File: config.mk
export PLATFORM = sky130hd
export DESIGN_NAME = accum_writeback
export DESIGN_NICKNAME = d
export VERILOG_FILES = /design/src/rtl/accum_writeback_pkg.sv /design/src/rtl/accum_writeback_lane_add.sv /design/src/rtl/accum_writeback.sv
export SDC_FILE = /design/constraint.sdc
export NUM_CORES = 2
export LEC_CHECK = 0
export CORE_ASPECT_RATIO = 0.8
export CORE_MARGIN = 4
export CORE_UTILIZATION = 33
export DETAILED_ROUTE_END_ITERATION = 16
export PLACE_DENSITY = 0.5
export SLEW_MARGIN = 20
export SYNTH_ARGS = -nofsm -noshare
export SYNTH_HDL_FRONTEND = slang
export SYNTH_HIERARCHICAL = 1
export SYNTH_SLANG_ARGS = --single-unit
File: constraint.sdc
create_clock -name clk -period 5.25 [get_ports clk]
set_input_delay 0.7875 -clock clk [delete_from_list [all_inputs] [get_ports clk]]
set_output_delay 0.7875 -clock clk [all_outputs]
set_load 0.01 [all_outputs]
File: src/rtl/accum_writeback_pkg.sv
// Shared types and constants for the accumulator write-back stage.
// Default control-word layout: [15] last, [14] clear, [2:0] row.
package accum_writeback_pkg;

   localparam int ACCUM_CWIDTH    = 16;
   localparam int ACCUM_ROWS      = 8;
   localparam int ACCUM_ADDR_W    = $clog2(ACCUM_ROWS);
   localparam int ACCUM_LAST_BIT  = ACCUM_CWIDTH - 1;
   localparam int ACCUM_CLEAR_BIT = ACCUM_CWIDTH - 2;

   typedef struct packed {
      logic                                   last;
      logic                                   clear;
      logic [ACCUM_CWIDTH-3-ACCUM_ADDR_W:0]   rsvd;
      logic [ACCUM_ADDR_W-1:0]                row;
   } accum_ctrl_t;

   typedef enum logic {
      ACC   = 1'b0,
      DRAIN = 1'b1
   } wb_state_e;

endpackage

File: src/rtl/accum_writeback_lane_add.sv
// One lane of the accumulator adder: sign-extends the partial sum and adds it
// to the (optionally cleared) old value. Saturates when ACCUM_SATURATE_EN is defined.
module accum_lane_add #(
   parameter int PWIDTH = 16,
   parameter int AWIDTH = 32
) (
   input  logic [AWIDTH-1:0] old,
   input  logic [PWIDTH-1:0] psum,
   input  logic              clear,
   output logic [AWIDTH-1:0] sum
);

   logic [AWIDTH-1:0] base;
   logic [AWIDTH-1:0] ext;
   logic [AWIDTH-1:0] raw;

   assign base = clear ? '0 : old;
   assign ext  = {{(AWIDTH-PWIDTH){psum[PWIDTH-1]}}, psum};
   assign raw  = base + ext;

`ifdef ACCUM_SATURATE_EN
   localparam logic [AWIDTH-1:0] SAT_MAX = {1'b0, {(AWIDTH-1){1'b1}}};
   localparam logic [AWIDTH-1:0] SAT_MIN = {1'b1, {(AWIDTH-1){1'b0}}};

   // Overflow only when both operands share a sign and the result flips it.
   logic ovf;
   assign ovf = (base[AWIDTH-1] == ext[AWIDTH-1]) && (raw[AWIDTH-1] != base[AWIDTH-1]);
   assign sum = ovf ? (base[AWIDTH-1] ? SAT_MIN : SAT_MAX) : raw;
`else
   assign sum = raw;
`endif

endmodule

File: src/rtl/accum_writeback.sv
// GEMM accumulator write-back: pairs control words with psum rows, RMWs a register bank,
// and streams finished rows out. Optional saturation via `define ACCUM_SATURATE_EN.
module accum_writeback
   import accum_writeback_pkg::*;
#(
   parameter int COLS   = 4,
   parameter int PWIDTH = 16,
   parameter int AWIDTH = 32,
   parameter int ROWS   = 8,
   parameter int CWIDTH = 16,
   parameter int ADDR_W = $clog2(ROWS)
) (
   input  logic                     clk,
   input  logic                     rst,
   input  logic [CWIDTH-1:0]        fifo_dout,
   input  logic                     fifo_empty,
   output logic                     fifo_rd_en,
   input  logic                     psum_valid,
   input  logic [COLS*PWIDTH-1:0]   psum_data,
   output logic                     psum_ready,
   output logic                     out_valid,
   output logic [COLS*AWIDTH-1:0]   out_data,
   input  logic                     out_ready,
   output logic                     err_underrun
);

   wb_state_e state_q, state_d;

   logic [ROWS-1:0][COLS-1:0][AWIDTH-1:0] bank_q;
   logic [COLS-1:0][AWIDTH-1:0]           old_row;
   logic [COLS-1:0][AWIDTH-1:0]           new_row;
   logic [COLS*AWIDTH-1:0]                out_data_q;
   logic                                  out_valid_q;
   logic                                  err_q;

   logic              ctl_last;
   logic              ctl_clear;
   logic [ADDR_W-1:0] ctl_row;
   logic              accept;
   logic              unused_ctl;

   assign ctl_last   = fifo_dout[CWIDTH-1];
   assign ctl_clear  = fifo_dout[CWIDTH-2];
   assign ctl_row    = fifo_dout[ADDR_W-1:0];
   assign unused_ctl = ^fifo_dout[CWIDTH-3:ADDR_W];

   assign accept  = psum_ready;
   assign old_row = bank_q[ctl_row];

   for (genvar i = 0; i < COLS; i++) begin : g_lane
      accum_lane_add #(
         .PWIDTH (PWIDTH),
         .AWIDTH (AWIDTH)
      ) u_add (
         .old   (old_row[i]),
         .psum  (psum_data[i*PWIDTH +: PWIDTH]),
         .clear (ctl_clear),
         .sum   (new_row[i])
      );
   end

   // State register
   always_ff @(posedge clk) begin
      if (!rst) state_q <= ACC;
      else      state_q <= state_d;
   end

   // Next-state logic
   always_comb begin
      state_d = state_q;
      case (state_q)
         ACC:     if (accept && ctl_last)     state_d = DRAIN;
         DRAIN:   if (out_valid_q && out_ready) state_d = ACC;
         default: state_d = ACC;
      endcase
   end

   // Handshake outputs; held low during reset so nothing is popped in the reset cycle.
   always_comb begin
      psum_ready = 1'b0;
      fifo_rd_en = 1'b0;
      if (rst && state_q == ACC) begin
         psum_ready = psum_valid && !fifo_empty;
         fifo_rd_en = psum_valid && !fifo_empty;
      end
   end

   always_ff @(posedge clk) begin
      if (!rst) begin
         bank_q      <= '0;
         out_valid_q <= 1'b0;
         out_data_q  <= '0;
         err_q       <= 1'b0;
      end else begin
         if (accept) bank_q[ctl_row] <= new_row;

         if (accept && ctl_last) begin
            out_data_q  <= new_row;
            out_valid_q <= 1'b1;
         end else if (state_q == DRAIN && out_ready) begin
            out_valid_q <= 1'b0;
         end

         if (state_q == ACC && psum_valid && fifo_empty) err_q <= 1'b1;
      end
   end

   assign out_valid    = out_valid_q;
   assign out_data     = out_data_q;
   assign err_underrun = err_q;

endmodule

==> summary.txt <==
Run status
  • Outcome: finished, final reports clean

Detailed routing
  • Drt initial violations: between 2000 and 3000
  • Post-route DRC: 0
  • Wirelength per Cell: roughly 20 µm
  • DR pass1 iterations: 5
  • Vias per cell: between 5 and 6
  • Final WL: approximately 170000 µm
  • Antenna Violating Nets Remaining: 0
  • DR vias: approximately 43000

Clock network
  • Root Buffer: clkbuf_16
  • Hold-fix buffers, CTS: 0
  • Htree depth: 4
  • CTS tree: yes
  • # resized after CTS: 0
  • Worst skew pair latency: about 0.76 ns
  • Setup fix buffers added after clock tree synthesis: 0
  • CTS sink count: around 1200
  • CTS Buffer Depth: 3
  • CTS buffer count: between 100 and 150
  • Clock-pin slew on the worst setup and hold paths: around 0.060 ns

Timing
  • Max Clock Skew: around 0.034 ns
  • Period utilization: between 80% and 90%
  • Pins Over Slew Limit: 0
  • Hold Fails Final Rpt: 0
  • Fmax: between 200 and 250 MHz
  • Worst-margin pin slew: between 1 and 1.5 ns
  • Slack of the critical path: between 0.6 and 0.7 ns
  • Tmin final: 4.56 ns
  • Final setup fails: 0
  • Rel. slew slack: between 20% and 30%
  • RSZ-0062 raised after global routing: no

Floorplanning
  • Num rows: ~140
  • # IOs: ~220
  • Chip width: between 400 and 500 µm
  • Die Ht: between 300 and 400 µm
  • Core area: 170000 µm²
  • Die footprint: 179000 µm²
  • Initial Util: between 30 and 40%

Synthesis
  • Synth cell types: 84
  • Main synth FF type: dfxtp_1
  • Ys Warns: 6
  • Largest cells by area after synthesis: dfxtp_1 41%, mux2i_1 16%, mux4_2 10%
  • Netlist Area Pre-Place: about 57000 µm²
  • Largest area contributor in the netlist: dfxtp_1
  • Avg Cell Area, Syn: 9.91 µm²
  • Register bit total from synthesis: ~1200
  • Async SR Flop Fraction: 0%
  • Post-synthesis sequential area ratio: approximately two fifths
  • Syn_nets: slightly below 6000
  • Synth Instances: 5738
  • Top-area cell type share of the netlist area: 40.7%
  • EDFF count, synth: 0

Setup path
  • Worst Path Max Fanout: 24
  • Worst EP required: between 5 and 6 ns
  • Crit path DAT: ~5.2 ns
  • Crit Path Category: input port to flip-flop
  • Crit path buffers/inverters: 2
  • RR Startpoint: bank_q[832]
  • CP cell instances: buf_8 > buf_12 > mux4_2 > mux2_2 > nor2b_1 > fa_1 > a21o_1 > a221oi_2 > a211oi_2 > o2111ai_1 > o221ai_1 > a311oi_1 > nand2_1 > mux2i_1
  • Slowest CP cell: mux4_2
  • Family with the most delay on the worst path: compound AO/OA/AOI/OAI gates
  • Worst R2R Path Depth: 13
  • Max stage delay on crit path: around 0.54 ns
  • CP Capture Type: flip-flop
  • Worst reg2reg path endpoint: bank_q[734]
  • Reg2Reg Setup Slack: 0.99 ns
  • Startpoint class of the critical path: input port

Placement
  • DP Worst Slack: -0.0588 ns
  • DP HPWL: ~110000 µm
  • Port bufs: around 200
  • Global placement routability congestion: 0.854

Global route
  • Vias in the first global route: between 40000 and 50000
  • Initial antenna violation count: 7
  • Global-route wire length before repair: around 260000 µm
  • GRT Util Overall: 18.6%
  • Gr ovfl total: 0
  • Largest net degree at the start of global routing: 200

Finish
  • Final net count: 6142
  • Fraction of final layout cells sized beyond drive strength 1: between 10% and 20%
  • Layout area overhead: 17.1%
  • Fill cell count: approximately 17000

Hold path
  • Worst min-delay path startpoint: bank_q[842]
  • Hold Path Depth: 2
  • Hold path endpoint: bank_q[842]
  • HP Class: flip-flop to flip-flop

Pwr
  • Pwr per Cell Area: between 200 and 300 nW/µm²
  • Static power due to leakage: 28.3 nW
  • Total power: just under 20 mW
  • VDD IR max: ~0.24 mV

Job
  • Max Cap Viol: 0
==> tightest hold or removal path, cell delays in order (launching register included) <==
cell and delay, ns:
dfxtp_1 0.31, nand2_1 0.05, mux2i_1 0.05
==> layout by cell type, fill, tap and decap left out, types with 30 or more instances in the layout <==
| master | Yosys | layout |
|---|---|---|
| a21oi_1 | 116 | 116 |
| clkbuf_1 | 228 | 30 |
| nand2_1 | 1356 | 1354 |
| o21ai_0 | 269 | 269 |
| clkdlybuf4s50_1 | 0 | 199 |
| mux2_2 | 128 | 128 |
| nand3_1 | 258 | 257 |
| a21o_1 | 57 | 57 |
| nor2_1 | 78 | 78 |
| clkbuf_16 | 0 | 134 |
| mux4_2 | 256 | 256 |
| ha_1 | 124 | 124 |
| buf_4 | 39 | 244 |
| clkbuf_8 | 0 | 35 |
| xor2_1 | 45 | 45 |
| dfxtp_1 | 1155 | 1155 |
| xnor2_1 | 68 | 68 |
| buf_12 | 0 | 41 |
| mux2i_1 | 929 | 929 |
| nor2b_1 | 138 | 138 |
==> how the worst max path moves through the flow <==
stage            startpoint          end  slack (ns)  depth (start not counted)
6_report       fifo_dout[1]  bank_q[734]        0.69                         14
5_1_grt        fifo_dout[1]  bank_q[602]        0.37                         18
4_1_cts        fifo_dout[1]  bank_q[218]        0.75                         18
3_5_place_dp   fifo_dout[1]  bank_q[346]       -0.06                         18
3_3_place_gp   fifo_dout[1]  bank_q[858]       -0.03                         18
2_1_floorplan  fifo_dout[1]  bank_q[508]        0.56                         17
==> cells in the mapped netlist, drive strengths merged, types with 4 or more instances <==
library cell / count
a211o: 4
a211oi: 23
a21boi: 12
a21o: 57
a21oi: 122
a221o: 4
a221oi: 7
a311oi: 4
a31o: 6
a31oi: 15
and2: 5
and3: 15
and4: 4
buf: 204
clkbuf: 229
dfxtp: 1155
fa: 4
ha: 124
inv: 20
mux2: 128
mux2i: 929
mux4: 256
nand2: 1358
nand2b: 11
nand3: 261
nand4: 9
nor2: 83
nor2b: 138
nor3: 23
nor3b: 10
nor4: 4
o211ai: 14
o21a: 22
o21ai: 297
o21bai: 15
o31ai: 13
or2: 4
or3: 6
xnor2: 68
xor2: 45
==> area by class of cell <==
class	instances	area (µm²)	area share, %
clock buffers	198	3930	5.91
diodes	4	10.0	0.0150
well taps	2260	2830	4.25
flip-flops and latches	1155	23100	34.7
inverters	20	75.1	0.113
repair buffers	490	4730	7.10
multi-input cells	4130	31500	47.3
clock inverters	39	414	0.622
==> report_power, final <==
| part | leakage [nW] | switching (mW) | total, mW | internal (mW) |
|---|---|---|---|---|
| Sequential | 9.32 | 0.0538 | 8.92 | 8.87 |
| Combinational | 16.9 | 0.981 | 1.56 | 0.577 |
| Clock | 2.12 | 3.84 | 9.25 | 5.41 |
| Total | 28.3 | 4.88 | 19.7 | 14.8 |
==> metal layers <==
metal | routed length (µm) | share of wire [%] | track usage [%] | up-vias
met3 | 6470 | 3.8 | 2.77 | 220
met1 | 81700 | 48 | 25.6 | 21200
met2 | 78200 | 46 | 30.4 | 753
met5 | 37 | 0.022 | 0 | -
met4 | 4250 | 2.5 | 5.30 | 6
li1 | - | - | - | 20500
==> registers in the layout (all words and copies together) (netlist names) <==
name / count
bank_q: 1024
err_underrun: 1
out_data: 128
out_valid: 1
state_q: 1
==> per-stage QoR <==
stage | area, µm² | setup TNS, ns | std cells | hold WS [ns] | utilization (%)
3_3_place_gp | 62200 | -0.154 | 8055 | 0.439 | 36.5
5_1_grt | 66600 | 0 | 8294 | 0.449 | 39.1
6_report | 66600 | 0 | 8296 | 0.452 | 39.1
2_1_floorplan | 56800 | 0 | 5738 | 0.432 | -
4_1_cts | 66600 | 0 | 8292 | 0.404 | 39.1
3_5_place_dp | 62200 | -0.488 | 8055 | 0.444 | 36.5
==> cell families (layout without fill, tap and decap cells) <==
kind of cell / after synthesis / in the layout / share of synthesized area, %
buffers and inverters: 453 / 747 / 4.05
multiplexers: 1313 / 1313 / 29.0
AND/OR/NAND/NOR: 1944 / 1944 / 14.7
flip-flops: 1155 / 1155 / 40.7
AO/OA/AOI/OAI: 632 / 632 / 6.95
other: 0 / 4 / 0
adder cells (fa/ha/maj): 128 / 128 / 2.87
XOR/XNOR: 113 / 113 / 1.74
No activity file was read; power rests on OpenSTA's default activity.
